===== src/rtl/vga_timing.sv =====
// ============================================================================
// Module : vga_timing
// Parameterised VGA sync/blank/coordinate generator with frame-gated enable
// and one-cycle-early pixel fetch request.
// Rev    : 1.0  initial release
// ============================================================================
`default_nettype none

module vga_timing #(
    parameter  int HDISP  = 800,
    parameter  int HFP    = 40,
    parameter  int HPULSE = 48,
    parameter  int HBP    = 40,
    parameter  int VDISP  = 480,
    parameter  int VFP    = 13,
    parameter  int VPULSE = 3,
    parameter  int VBP    = 29,
    localparam int HTOTAL = HDISP + HFP + HPULSE + HBP,
    localparam int VTOTAL = VDISP + VFP + VPULSE + VBP,
    localparam int XW     = $clog2(HTOTAL),
    localparam int YW     = $clog2(VTOTAL)
) (
    input  logic          CLK,
    input  logic          NRST,
    input  logic          EN,
    output logic          VGA_HS,
    output logic          VGA_VS,
    output logic          VGA_BLANK,
    output logic [XW-1:0] PIX_X,
    output logic [YW-1:0] PIX_Y,
    output logic          RD_REQ,
    output logic          FRAME_START,
    output logic          BUSY
);

    localparam logic [XW-1:0] C_H_LAST   = XW'(HTOTAL - 1);
    localparam logic [YW-1:0] C_V_LAST   = YW'(VTOTAL - 1);
    localparam logic [XW:0]   C_H_DISP   = (XW+1)'(HDISP);
    localparam logic [XW:0]   C_HS_START = (XW+1)'(HDISP + HFP);
    localparam logic [XW:0]   C_HS_END   = (XW+1)'(HDISP + HFP + HPULSE);
    localparam logic [YW:0]   C_V_DISP   = (YW+1)'(VDISP);
    localparam logic [YW:0]   C_VS_START = (YW+1)'(VDISP + VFP);
    localparam logic [YW:0]   C_VS_END   = (YW+1)'(VDISP + VFP + VPULSE);

    typedef enum logic [0:0] {
        S_IDLE = 1'b0,
        S_RUN  = 1'b1
    } state_t;

    state_t          state_q, state_d;
    logic [XW-1:0]   hcnt_q, hcnt_d;
    logic [YW-1:0]   vcnt_q, vcnt_d;
    logic            first_q, first_d;

    logic            hs_q, vs_q, blank_q, rd_req_q, fs_q, busy_q;
    logic [XW-1:0]   pix_x_q;
    logic [YW-1:0]   pix_y_q;

    logic            run_w;
    logic            hs_d, vs_d, blank_d, rd_req_d;

    // Counter/state stage: this is where EN is sampled.
    always_comb begin
        state_d = state_q;
        hcnt_d  = hcnt_q;
        vcnt_d  = vcnt_q;
        first_d = 1'b0;
        case (state_q)
            S_IDLE: begin
                hcnt_d = '0;
                vcnt_d = '0;
                if (EN) begin
                    state_d = S_RUN;
                    first_d = 1'b1;
                end
            end
            S_RUN: begin
                if (hcnt_q == C_H_LAST) begin
                    hcnt_d = '0;
                    if (vcnt_q == C_V_LAST) begin
                        vcnt_d = '0;
                        if (EN) begin
                            first_d = 1'b1;
                        end else begin
                            state_d = S_IDLE;
                        end
                    end else begin
                        vcnt_d = vcnt_q + 1'b1;
                    end
                end else begin
                    hcnt_d = hcnt_q + 1'b1;
                end
            end
            default: state_d = S_IDLE;
        endcase
    end

    // Output stage lags the counters by one cycle, so the request can be
    // decoded from the counters' next value and lead the pixel by one cycle.
    always_comb begin
        run_w    = (state_q == S_RUN);
        hs_d     = ~(run_w && ({1'b0, hcnt_q} >= C_HS_START) && ({1'b0, hcnt_q} < C_HS_END));
        vs_d     = ~(run_w && ({1'b0, vcnt_q} >= C_VS_START) && ({1'b0, vcnt_q} < C_VS_END));
        blank_d  = run_w && ({1'b0, hcnt_q} < C_H_DISP) && ({1'b0, vcnt_q} < C_V_DISP);
        rd_req_d = (state_d == S_RUN) && ({1'b0, hcnt_d} < C_H_DISP) &&
                   ({1'b0, vcnt_d} < C_V_DISP);
    end

    always_ff @(posedge CLK or negedge NRST) begin
        if (!NRST) begin
            state_q  <= S_IDLE;
            hcnt_q   <= '0;
            vcnt_q   <= '0;
            first_q  <= 1'b0;
            hs_q     <= 1'b1;
            vs_q     <= 1'b1;
            blank_q  <= 1'b0;
            rd_req_q <= 1'b0;
            fs_q     <= 1'b0;
            busy_q   <= 1'b0;
            pix_x_q  <= '0;
            pix_y_q  <= '0;
        end else begin
            state_q  <= state_d;
            hcnt_q   <= hcnt_d;
            vcnt_q   <= vcnt_d;
            first_q  <= first_d;
            hs_q     <= hs_d;
            vs_q     <= vs_d;
            blank_q  <= blank_d;
            rd_req_q <= rd_req_d;
            fs_q     <= first_q;
            busy_q   <= run_w;
            pix_x_q  <= hcnt_q;
            pix_y_q  <= vcnt_q;
        end
    end

    assign VGA_HS      = hs_q;
    assign VGA_VS      = vs_q;
    assign VGA_BLANK   = blank_q;
    assign PIX_X       = pix_x_q;
    assign PIX_Y       = pix_y_q;
    assign RD_REQ      = rd_req_q;
    assign FRAME_START = fs_q;
    assign BUSY        = busy_q;

endmodule

`default_nettype wire

===== config.mk =====
export PLATFORM = sky130hd
export DESIGN_NAME = vga_timing
export DESIGN_NICKNAME = d
export VERILOG_FILES = /design/src/rtl/vga_timing.sv
export SDC_FILE = /design/constraint.sdc
export NUM_CORES = 1
export LEC_CHECK = 0
export BUFFER_PORTS_ARGS = -buffer_cell sky130_fd_sc_hd__buf_2
export CAP_MARGIN = 20
export CORE_ASPECT_RATIO = 1.2
export CORE_MARGIN = 2
export CORE_UTILIZATION = 60
export CTS_BUF_LIST = sky130_fd_sc_hd__clkbuf_8
export CTS_CLUSTER_SIZE = 14
export DETAILED_ROUTE_END_ITERATION = 7
export PLACE_DENSITY = 0.86
export SLEW_MARGIN = 20
export SYNTH_ARGS = -nofsm -noshare
export SYNTH_HDL_FRONTEND = slang
export SYNTH_SLANG_ARGS = --single-unit

===== constraint.sdc =====
create_clock -name CLK -period 4.1 [get_ports CLK]
set_input_delay 0.41 -clock CLK [delete_from_list [all_inputs] [get_ports CLK]]
set_output_delay 0.41 -clock CLK [all_outputs]
set_load 0.02 [all_outputs]

==> results of run 1 <==
state kept, by name (all words and copies together), names as in the netlist, 10 cells and up:
register,flops
PIX_Y,10
vcnt_q,10
hcnt_q,10
PIX_X,10
layer usage:
layer  routed length (µm)  share of wire
met5                    0              0
met4                   59          0.016
met3                  188          0.051
met2                 1870           0.51
met1                 1550           0.42
per-stage QoR:
stage	cells	worst slack [ns]	power [mW]	cell area (µm²)	hold slack (ns)
after CTS	241	2.04	0.741	2270	0.308
after floorplan	172	2.27	0.483	2020	0.114
after detailed placement	233	2.07	0.493	2190	0.351
after global routing	241	1.78	0.766	2270	0.138
after global placement	233	2.15	0.492	2190	0.339
final	241	1.97	0.737	2270	0.103
report_power, final:
group	internal [mW]	switching (mW)
clock	0.115	0.139
combinational	0.00108	0.00886
sequential	0.473	0
total	0.589	0.148
worst max path at each step:
stage                             endpoint  slack [ns]
after CTS                 RD_REQ$_DFF_PN0_        2.04
after detailed placement  RD_REQ$_DFF_PN0_        2.07
after global routing      RD_REQ$_DFF_PN0_        1.78
final                     RD_REQ$_DFF_PN0_        1.97
after global placement    RD_REQ$_DFF_PN0_        2.15
after floorplan           RD_REQ$_DFF_PN0_        2.27
cells in the mapped netlist, types with 2 or more instances:
cell,n
dfrtp_1,46
nor2_1,20
nand2_1,11
inv_1,8
nand3_1,8
ha_1,6
nand4_1,6
xnor2_1,6
and3_1,5
o21ai_0,4
xor2_1,4
mux2i_1,3
nor3_1,3
nor4_1,3
a21o_1,2
a21oi_1,2
and2_1,2
buf_2,2
clkbuf_1,2
dfstp_2,2
nand3_2,2
nor3b_1,2
or3_1,2
final cells by class:
class / instances / area share
sequential: 48 / 0.530
clock buffer: 5 / 0.0303
multi-input combinational: 111 / 0.336
clock inverter: 3 / 0.00551
inverter: 9 / 0.0149
timing repair buffer: 28 / 0.0628
tap: 37 / 0.0204
cell families after synthesis:
group | after synthesis | share of synthesized area
and+or+nand+nor | 74 | 0.216
DFF | 48 | 0.597
AOI/OAI and AO/OA | 18 | 0.0664
buffers and inverters | 13 | 0.0254
xor gates and xnor gates | 10 | 0.0434
adders and majority gates | 6 | 0.0372
muxes | 3 | 0.0149
==> impl_metrics.env, run 1 <==
export IMPL_outcome="completed"
export IMPL_reg2reg_slack_ns=1.97
export IMPL_cts_tree="done"
export IMPL_drv_cap=0
export IMPL_drtAntennaViolNets=0
export IMPL_num_io_pins=29
export IMPL_layout_commonest_cell="dfrtp_1"
export IMPL_seq_area_um2=1200
export IMPL_die_w_um=56.9
export IMPL_drc_errors=0
export IMPL_cp_num_buf_inv=0
export IMPL_grt_pass1_wl_um=6530
export IMPL_cts_root_buf="clkbuf_8"
export IMPL_min_period_ns=2.13
export IMPL_r2r_cells=6
export IMPL_finalClockSkew_ns=0.00775
export IMPL_ys_types=44
export IMPL_top_usage_layer="met2"
export IMPL_drive_above_1_share=0.230
export IMPL_netlist_area_um2=2020
export IMPL_crit_path_max_fanout=6
export IMPL_crit_type="flop to flop"
export IMPL_reg2reg_to="RD_REQ$_DFF_PN0_"
export IMPL_reg2reg_from="hcnt_q[0]$_DFF_PN0_"
export IMPL_final_nets=212
export IMPL_setup_tns_ns=0
export IMPL_hold_path_class="input pin to async pin"
export IMPL_worst_setup_path_end_kind="flop"
export IMPL_start_util=0.615
export IMPL_areaGrowthSynthToFinish_pct=12.5
export IMPL_grt_usage=0.227
export IMPL_grt_pass1_vias=1375
export IMPL_worst_ep_required_time_ns=4.26
export IMPL_p_leak_nw=1.16
export IMPL_cts_setup_buffers=0
export IMPL_cp_start_kind="flop"
export IMPL_grt_max_degree=49
export IMPL_dp_hpwl_um=2530
export IMPL_grt_met3_usage=0.0594
export IMPL_utilization=0.692
export IMPL_fmax_mhz=468
export IMPL_final_max_slew_violation_count=0
export IMPL_routedWlPerCell_um=15.3
export IMPL_seq_area_frac_synth=0.597
export IMPL_grt_ovfl_total=0
export IMPL_final_hold_viol_count=0
export IMPL_synth_edf_count=0
export IMPL_n_antenna_cell=0
export IMPL_cts_max_path_buffers=2
export IMPL_met1_usage=0.270
export IMPL_design_die_area_um2=3840
export IMPL_synth_top_area_cell="dfrtp_1"
export IMPL_rows=23
export IMPL_core_area_um2=3280
export IMPL_ys_flop_type="dfrtp_1"
export IMPL_synthCells=172
export IMPL_syn_nets=181
export IMPL_drt_pass1_iter_count=4
export IMPL_synth_top_cell_area_share=0.571
export IMPL_gp_congestion=0.877
export IMPL_mostFrequentLayoutCells="dfrtp_1 (46), buf_2 (27), nor2_1 (20)"
export IMPL_cpLargestDelayFamily="compound AO/OA/AOI/OAI gates"
export IMPL_synthTopCellsByArea="dfrtp_1 (57%), ha_1 (3.7%), nor2_1 (3.7%), dfstp_2 (2.6%), xnor2_1 (2.6%)"
export IMPL_finalCritPeriodShare=0.521
export IMPL_setup_violations=0
export IMPL_slowest_delay_ns=0.62
export IMPL_postSynth_asyncResetShare=1.00
export IMPL_relSlewSlack=0.602
export IMPL_powerDensity_nw_per_um2=325
export IMPL_avgSynthCellArea_um2=11.7
export IMPL_portBuffers=28
export IMPL_rsz0062_at_grt="no"
export IMPL_nFillCells=257
export IMPL_tightest_slew_ns=0.596
export IMPL_avgViaCountPerCell=5.63
export IMPL_startpoint="hcnt_q[0]$_DFF_PN0_"
export IMPL_wl_um=3680
export IMPL_clkSinkCount=48
export IMPL_path_clk_slew_ns=0.08
export IMPL_die_h_um=67.5
export IMPL_ctsResizeCount=0
export IMPL_crit_cells=6
export IMPL_slowest_stage="a2111oi_1"
export IMPL_ctsHoldBuffers=0
export IMPL_vdd_ir_drop_worst_uv=326
export IMPL_crit_chain="ha_1, and4_1, a21boi_0, mux2i_1, a2111oi_1, a2111oi_2"
export IMPL_drtIter0Drc=51
export IMPL_ys_ff_latch=48
export IMPL_yosys_warnings=0
export IMPL_htree_levels=2
export IMPL_insertion_delay_ns=0.30
export IMPL_arrival_ns=2.29
export IMPL_numCtsBuffers=5
export IMPL_gr_usage_met2=0.398
export IMPL_antenna_found_initial=0
export IMPL_route_vias_total=1358
export IMPL_multi_input_area_um2=762
(Power assumes the default switching activity.)
==> run 2, diff against run 1 <==
Settings changed: CORE_UTILIZATION 60 to 53, PLACE_DENSITY 0.86 to 0.81.
Clock period 4.1 ns to 1.8 ns, I/O delays scaled along.
==> impl_metrics.env, run 2 (synthesis results as in run 1) <==
export IMPL_nFillCells=230
export IMPL_final_nets=240
export IMPL_layout_commonest_cell="dfrtp_1"
export IMPL_layoutNonFillerInstCount=284
export IMPL_setup_tns_ns=-0.0463
export IMPL_fin_ws_ns=-0.0463
export IMPL_numCtsBuffers=5
export IMPL_multi_input_area_um2=801
export IMPL_place_area_um2=2400
export IMPL_setup_violations=1
export IMPL_avgViaCountPerCell=5.32
export IMPL_drt_pass1_iter_count=4
export IMPL_final_hold_viol_count=0
export IMPL_arrival_ns=2.02
export IMPL_pwr_share_clk=0.421
export IMPL_wl_um=4030
export IMPL_seq_area_um2=1200
export IMPL_mostFrequentLayoutCells="dfrtp_1 (46), buf_2 (28), buf_4 (26)"
export IMPL_cts_root_buf="clkbuf_8"
export IMPL_die_w_um=60.3
export IMPL_grt_max_degree=26
export IMPL_p_leak_nw=1.32
export IMPL_hold_path_class="input pin to flop"
export IMPL_cts_max_path_buffers=2
export IMPL_areaGrowthSynthToFinish_pct=28.4
export IMPL_worst_setup_path_end_kind="flop"
export IMPL_fin_area_um2=2590
export IMPL_r2r_cells=8
export IMPL_p_int_mw=1.54
export IMPL_crit_path_max_fanout=4
export IMPL_path_clk_slew_ns=0.09
export IMPL_crit_type="flop to flop"
export IMPL_reg2reg_slack_ns=-0.05
export IMPL_tightest_slew_ns=0.534
export IMPL_grt_pass1_vias=1397
export IMPL_dp_hpwl_um=2800
export IMPL_grt_pass1_wl_um=6430
export IMPL_finalCritPeriodShare=1.03
export IMPL_routedWlPerCell_um=14.2
export IMPL_finalClockSkew_ns=0.00661
export IMPL_design_die_area_um2=4320
export IMPL_grt_ovfl_total=0
export IMPL_die_h_um=71.6
export IMPL_cts_tree="done"
export IMPL_violations="negative setup slack"
export IMPL_drv_cap=0
export IMPL_htree_levels=2
export IMPL_rows=24
export IMPL_gp_congestion=0.826
export IMPL_num_io_pins=29
export IMPL_core_area_um2=3630
export IMPL_worst_ep_required_time_ns=1.98
export IMPL_drive_above_1_share=0.345
export IMPL_rsz0062_at_grt="yes"
export IMPL_utilization=0.713
export IMPL_route_vias_total=1510
export IMPL_insertion_delay_ns=0.30
export IMPL_n_antenna_cell=0
export IMPL_antenna_found_initial=0
export IMPL_clkSinkCount=48
export IMPL_fmax_mhz=542
export IMPL_p_sw_frac=0.195
export IMPL_seqPwrFrac=0.564
export IMPL_drc_errors=0
export IMPL_final_max_slew_violation_count=0
export IMPL_start_util=0.555
export IMPL_drtAntennaViolNets=0
export IMPL_drtIter0Drc=58
export IMPL_min_period_ns=1.85
export IMPL_dp_cells=272
export IMPL_pre_cts_ws_ns=0.00246
export IMPL_grt_usage=0.203
export IMPL_powerDensity_nw_per_um2=738
export IMPL_worstSetupEndpoint="RD_REQ$_DFF_PN0_"
export IMPL_portBuffers=28
export IMPL_p_sw_mw=0.372
export IMPL_reg2reg_from="hcnt_q[1]$_DFF_PN0_"
export IMPL_reg2reg_to="RD_REQ$_DFF_PN0_"
export IMPL_startpoint="hcnt_q[1]$_DFF_PN0_"
export IMPL_outcome="finished, violations left"
export IMPL_vdd_ir_drop_worst_uv=512
export IMPL_comb_power_share=0.015
export IMPL_cp_start_kind="flop"
export IMPL_relSlewSlack=0.644
run 2: routing by layer:
layer / global-route usage / up-vias / share of wire / routed length (µm)
li1: - / 710 / - / -
met1: 0.271 / 733 / 0.43 / 1720
met2: 0.307 / 59 / 0.50 / 2010
met3: 0.0650 / 8 / 0.059 / 236
met4: 0.0765 / 0 / 0.015 / 60
met5: 0 / - / 0 / 0
run 2: final cells by class:
cell class | instances | share of cell area
tap | 52 | 0.0251
timing repair buffer | 56 | 0.141
inverter | 9 | 0.0130
clock inverter | 2 | 0.0150
sequential | 48 | 0.465
multi-input combinational | 111 | 0.309
clock buffer | 6 | 0.0319
run 2: power groups by stage:
stage / clock network, mW / registers [mW] / logic, mW
6_report: 0.804 / 1.08 / 0.0289
5_1_grt: 0.862 / 1.08 / 0.0346
4_1_cts: 0.809 / 1.08 / 0.0308
3_5_place_dp: 0 / 1.10 / 0.0291
3_3_place_gp: 0 / 1.10 / 0.0285
2_1_floorplan: 0 / 1.10 / 0.000955
run 2: worst min path at each step:
stage	end	from	cells past startpoint	slack, ns
3_5_place_dp	PIX_X[7]$_DFF_PN0_	NRST	1	0.19
2_1_floorplan	BUSY$_DFF_PN0_	NRST	0	-0.12
4_1_cts	run_w$_DFF_PN0_	EN	3	0.10
3_3_place_gp	PIX_X[6]$_DFF_PN0_	NRST	1	0.19
6_report	run_w$_DFF_PN0_	EN	3	0.11
5_1_grt	first_q$_DFF_PN0_	EN	2	0.11
run 2: worst max-delay path, cell delays in order, from the launching register on:
cell and delay (ns):
dfrtp_1 0.40, ha_4 0.18, nand4_4 0.14, buf_4 0.18, buf_4 0.12, mux2i_1 0.11, o2bb2ai_1 0.14, a2111oi_2 0.39
a2111oi_2 0.06
run 2: repair_timing:
item	CTS	global route
pin swaps	2	3
hold buffers	1	0
endpoints found under the hold margin	23	0
endpoints found under the setup margin	1	3
setup buffers	0	3
resized for setup	2	3
run 2: per-stage QoR:
stage          hold WS (ns)  power (mW)
3_3_place_gp          0.189        1.13
4_1_cts               0.104        1.92
3_5_place_dp          0.191        1.13
2_1_floorplan        -0.116        1.10
5_1_grt               0.106        1.97
6_report              0.107        1.91
==> run 3, diff against run 2 <==
Settings changed: CELL_PAD_IN_SITES_DETAIL_PLACEMENT set to 1, CELL_PAD_IN_SITES_GLOBAL_PLACEMENT set to 1, CORE_UTILIZATION 53 to 42, PLACE_DENSITY 0.81 to 0.8.
==> impl_metrics.env, run 3 (synthesis results as in run 1) <==
export IMPL_outcome="finished, violations left"
export IMPL_violations="negative setup slack"
export IMPL_cts_tree="done"
export IMPL_reg2reg_to="RD_REQ$_DFF_PN0_"
export IMPL_route_vias_total=1566
export IMPL_path_clk_slew_ns=0.09
export IMPL_routedWlPerCell_um=18.1
export IMPL_drtIter0Drc=71
export IMPL_cts_root_buf="clkbuf_8"
export IMPL_gp_congestion=0.821
export IMPL_avgViaCountPerCell=5.31
export IMPL_place_area_um2=2420
export IMPL_reg2reg_slack_ns=-0.03
export IMPL_slowest_stage="dfrtp_1"
export IMPL_arrival_ns=2.03
export IMPL_final_hold_viol_count=0
export IMPL_final_max_slew_violation_count=0
export IMPL_pre_cts_ws_ns=-0.0474
export IMPL_tightest_slew_ns=0.513
export IMPL_min_period_ns=1.83
export IMPL_num_io_pins=29
export IMPL_r2r_cells=6
export IMPL_rows=27
export IMPL_relSlewSlack=0.658
export IMPL_insertion_delay_ns=0.31
export IMPL_clkSinkCount=48
export IMPL_powerDensity_nw_per_um2=714
export IMPL_drv_cap=0
export IMPL_holdCritStartpoint="EN"
export IMPL_wl_um=5340
export IMPL_crit_chain="ha_2, and4_2, nand3_4, o221ai_1, nor3_2, a2111oi_2"
export IMPL_antenna_found_initial=0
export IMPL_crit_type="flop to flop"
export IMPL_start_util=0.439
export IMPL_rsz0062_at_grt="yes"
export IMPL_portBuffers=28
export IMPL_numCtsBuffers=5
export IMPL_drc_errors=0
export IMPL_worst_hold_slack_ns=0.108
export IMPL_cp_start_kind="flop"
export IMPL_slowest_delay_ns=0.37
export IMPL_hold_path_class="input pin to flop"
export IMPL_grt_pass1_wl_um=8670
export IMPL_layout_commonest_cell="dfrtp_1"
export IMPL_design_die_area_um2=5370
export IMPL_finalCritPeriodShare=1.01
export IMPL_hold_depth=3
export IMPL_grt_pass1_vias=1747
export IMPL_mostFrequentLayoutCells="dfrtp_1 (46), buf_4 (30), buf_2 (28)"
export IMPL_drive_above_1_share=0.380
export IMPL_drt_pass1_iter_count=3
export IMPL_vdd_ir_drop_worst_uv=400
export IMPL_grt_ovfl_total=0
export IMPL_final_nets=245
export IMPL_dp_hpwl_um=3770
export IMPL_drtAntennaViolNets=0
export IMPL_fmax_mhz=548
export IMPL_core_area_um2=4590
export IMPL_worstHoldEndpoint="run_w$_DFF_PN0_"
export IMPL_fin_area_um2=2640
export IMPL_fin_ws_ns=-0.0258
export IMPL_areaGrowthSynthToFinish_pct=30.7
export IMPL_layoutNonFillerInstCount=295
export IMPL_grt_usage=0.222
export IMPL_crit_path_max_fanout=6
export IMPL_worst_ep_required_time_ns=2.00
export IMPL_nFillCells=511
export IMPL_p_leak_nw=1.34
export IMPL_die_w_um=67.3
export IMPL_die_h_um=79.9
export IMPL_finalClockSkew_ns=0.00654
export IMPL_reg2reg_from="hcnt_q[1]$_DFF_PN0_"
export IMPL_dp_cells=279
export IMPL_htree_levels=2
export IMPL_power_mw=1.88
export IMPL_n_antenna_cell=0
export IMPL_cts_max_path_buffers=2
export IMPL_worst_setup_path_end_kind="flop"
export IMPL_setup_violations=1
export IMPL_grt_max_degree=28
run 3: changes by cell type in the layout (fill, tap and decap cells not counted), sizes merged:
cell	previous run	this run
clkbuf	6	5
clkinvlp	0	1
buf	55	60
run 3: per-layer routing:
| layer | vias to the layer above | GRT usage | share of wire |
|---|---|---|---|
| met5 | - | 0 | 0 |
| met3 | 16 | 0.0494 | 0.031 |
| met1 | 793 | 0.241 | 0.40 |
| met4 | 0 | 0.114 | 0.037 |
| met2 | 35 | 0.395 | 0.54 |
| li1 | 722 | - | - |
run 3: cell type report:
class	count	area [µm²]	area share
clock buffers	5	68.8	0.0261
clock inverters	3	42.5	0.0161
inverters	9	33.8	0.0128
multi-input cells	111	808	0.307
flip-flops and latches	48	1200	0.457
well taps	58	72.6	0.0275
repair buffers	61	407	0.154
run 3: how the worst max path moves through the flow:
stage,from,end,cells past startpoint
2_1_floorplan,hcnt_q[0]$_DFF_PN0_,RD_REQ$_DFF_PN0_,6
3_3_place_gp,hcnt_q[0]$_DFF_PN0_,RD_REQ$_DFF_PN0_,6
3_5_place_dp,hcnt_q[0]$_DFF_PN0_,RD_REQ$_DFF_PN0_,6
4_1_cts,hcnt_q[1]$_DFF_PN0_,RD_REQ$_DFF_PN0_,6
5_1_grt,hcnt_q[1]$_DFF_PN0_,RD_REQ$_DFF_PN0_,6
6_report,hcnt_q[1]$_DFF_PN0_,RD_REQ$_DFF_PN0_,6
run 3: through the flow:
step / TNS (ns) / util
6_report: -0.0258 / 0.574
5_1_grt: -0.208 / 0.574
3_3_place_gp: 0 / 0.527
4_1_cts: -0.0144 / 0.564
2_1_floorplan: 0 / -
3_5_place_dp: -0.0516 / 0.527
run 3: worst max-delay path: cells and delay by family, from the launching register on:
kind / cells / cell delay (ns)
adder cells (fa/ha/maj): 1 / 0.22
flip-flops: 1 / 0.37
AND/OR/NAND/NOR: 3 / 0.52
AO/OA/AOI/OAI: 2 / 0.60
run 3: what timing repair did:
action | 4_1_cts | 5_1_grt
endpoints found under the setup margin | 3 | 9
hold buffers | 1 | 0
endpoints found under the hold margin | 20 | 0
pin swaps | 5 | 4
setup buffers | 4 | 3
gates resized for setup | 5 | 5
run 3: where the power goes:
part	switching, mW	internal (mW)
sequential	0	1.08
clock	0.363	0.411
combinational	0.0223	0.00755
total	0.386	1.50
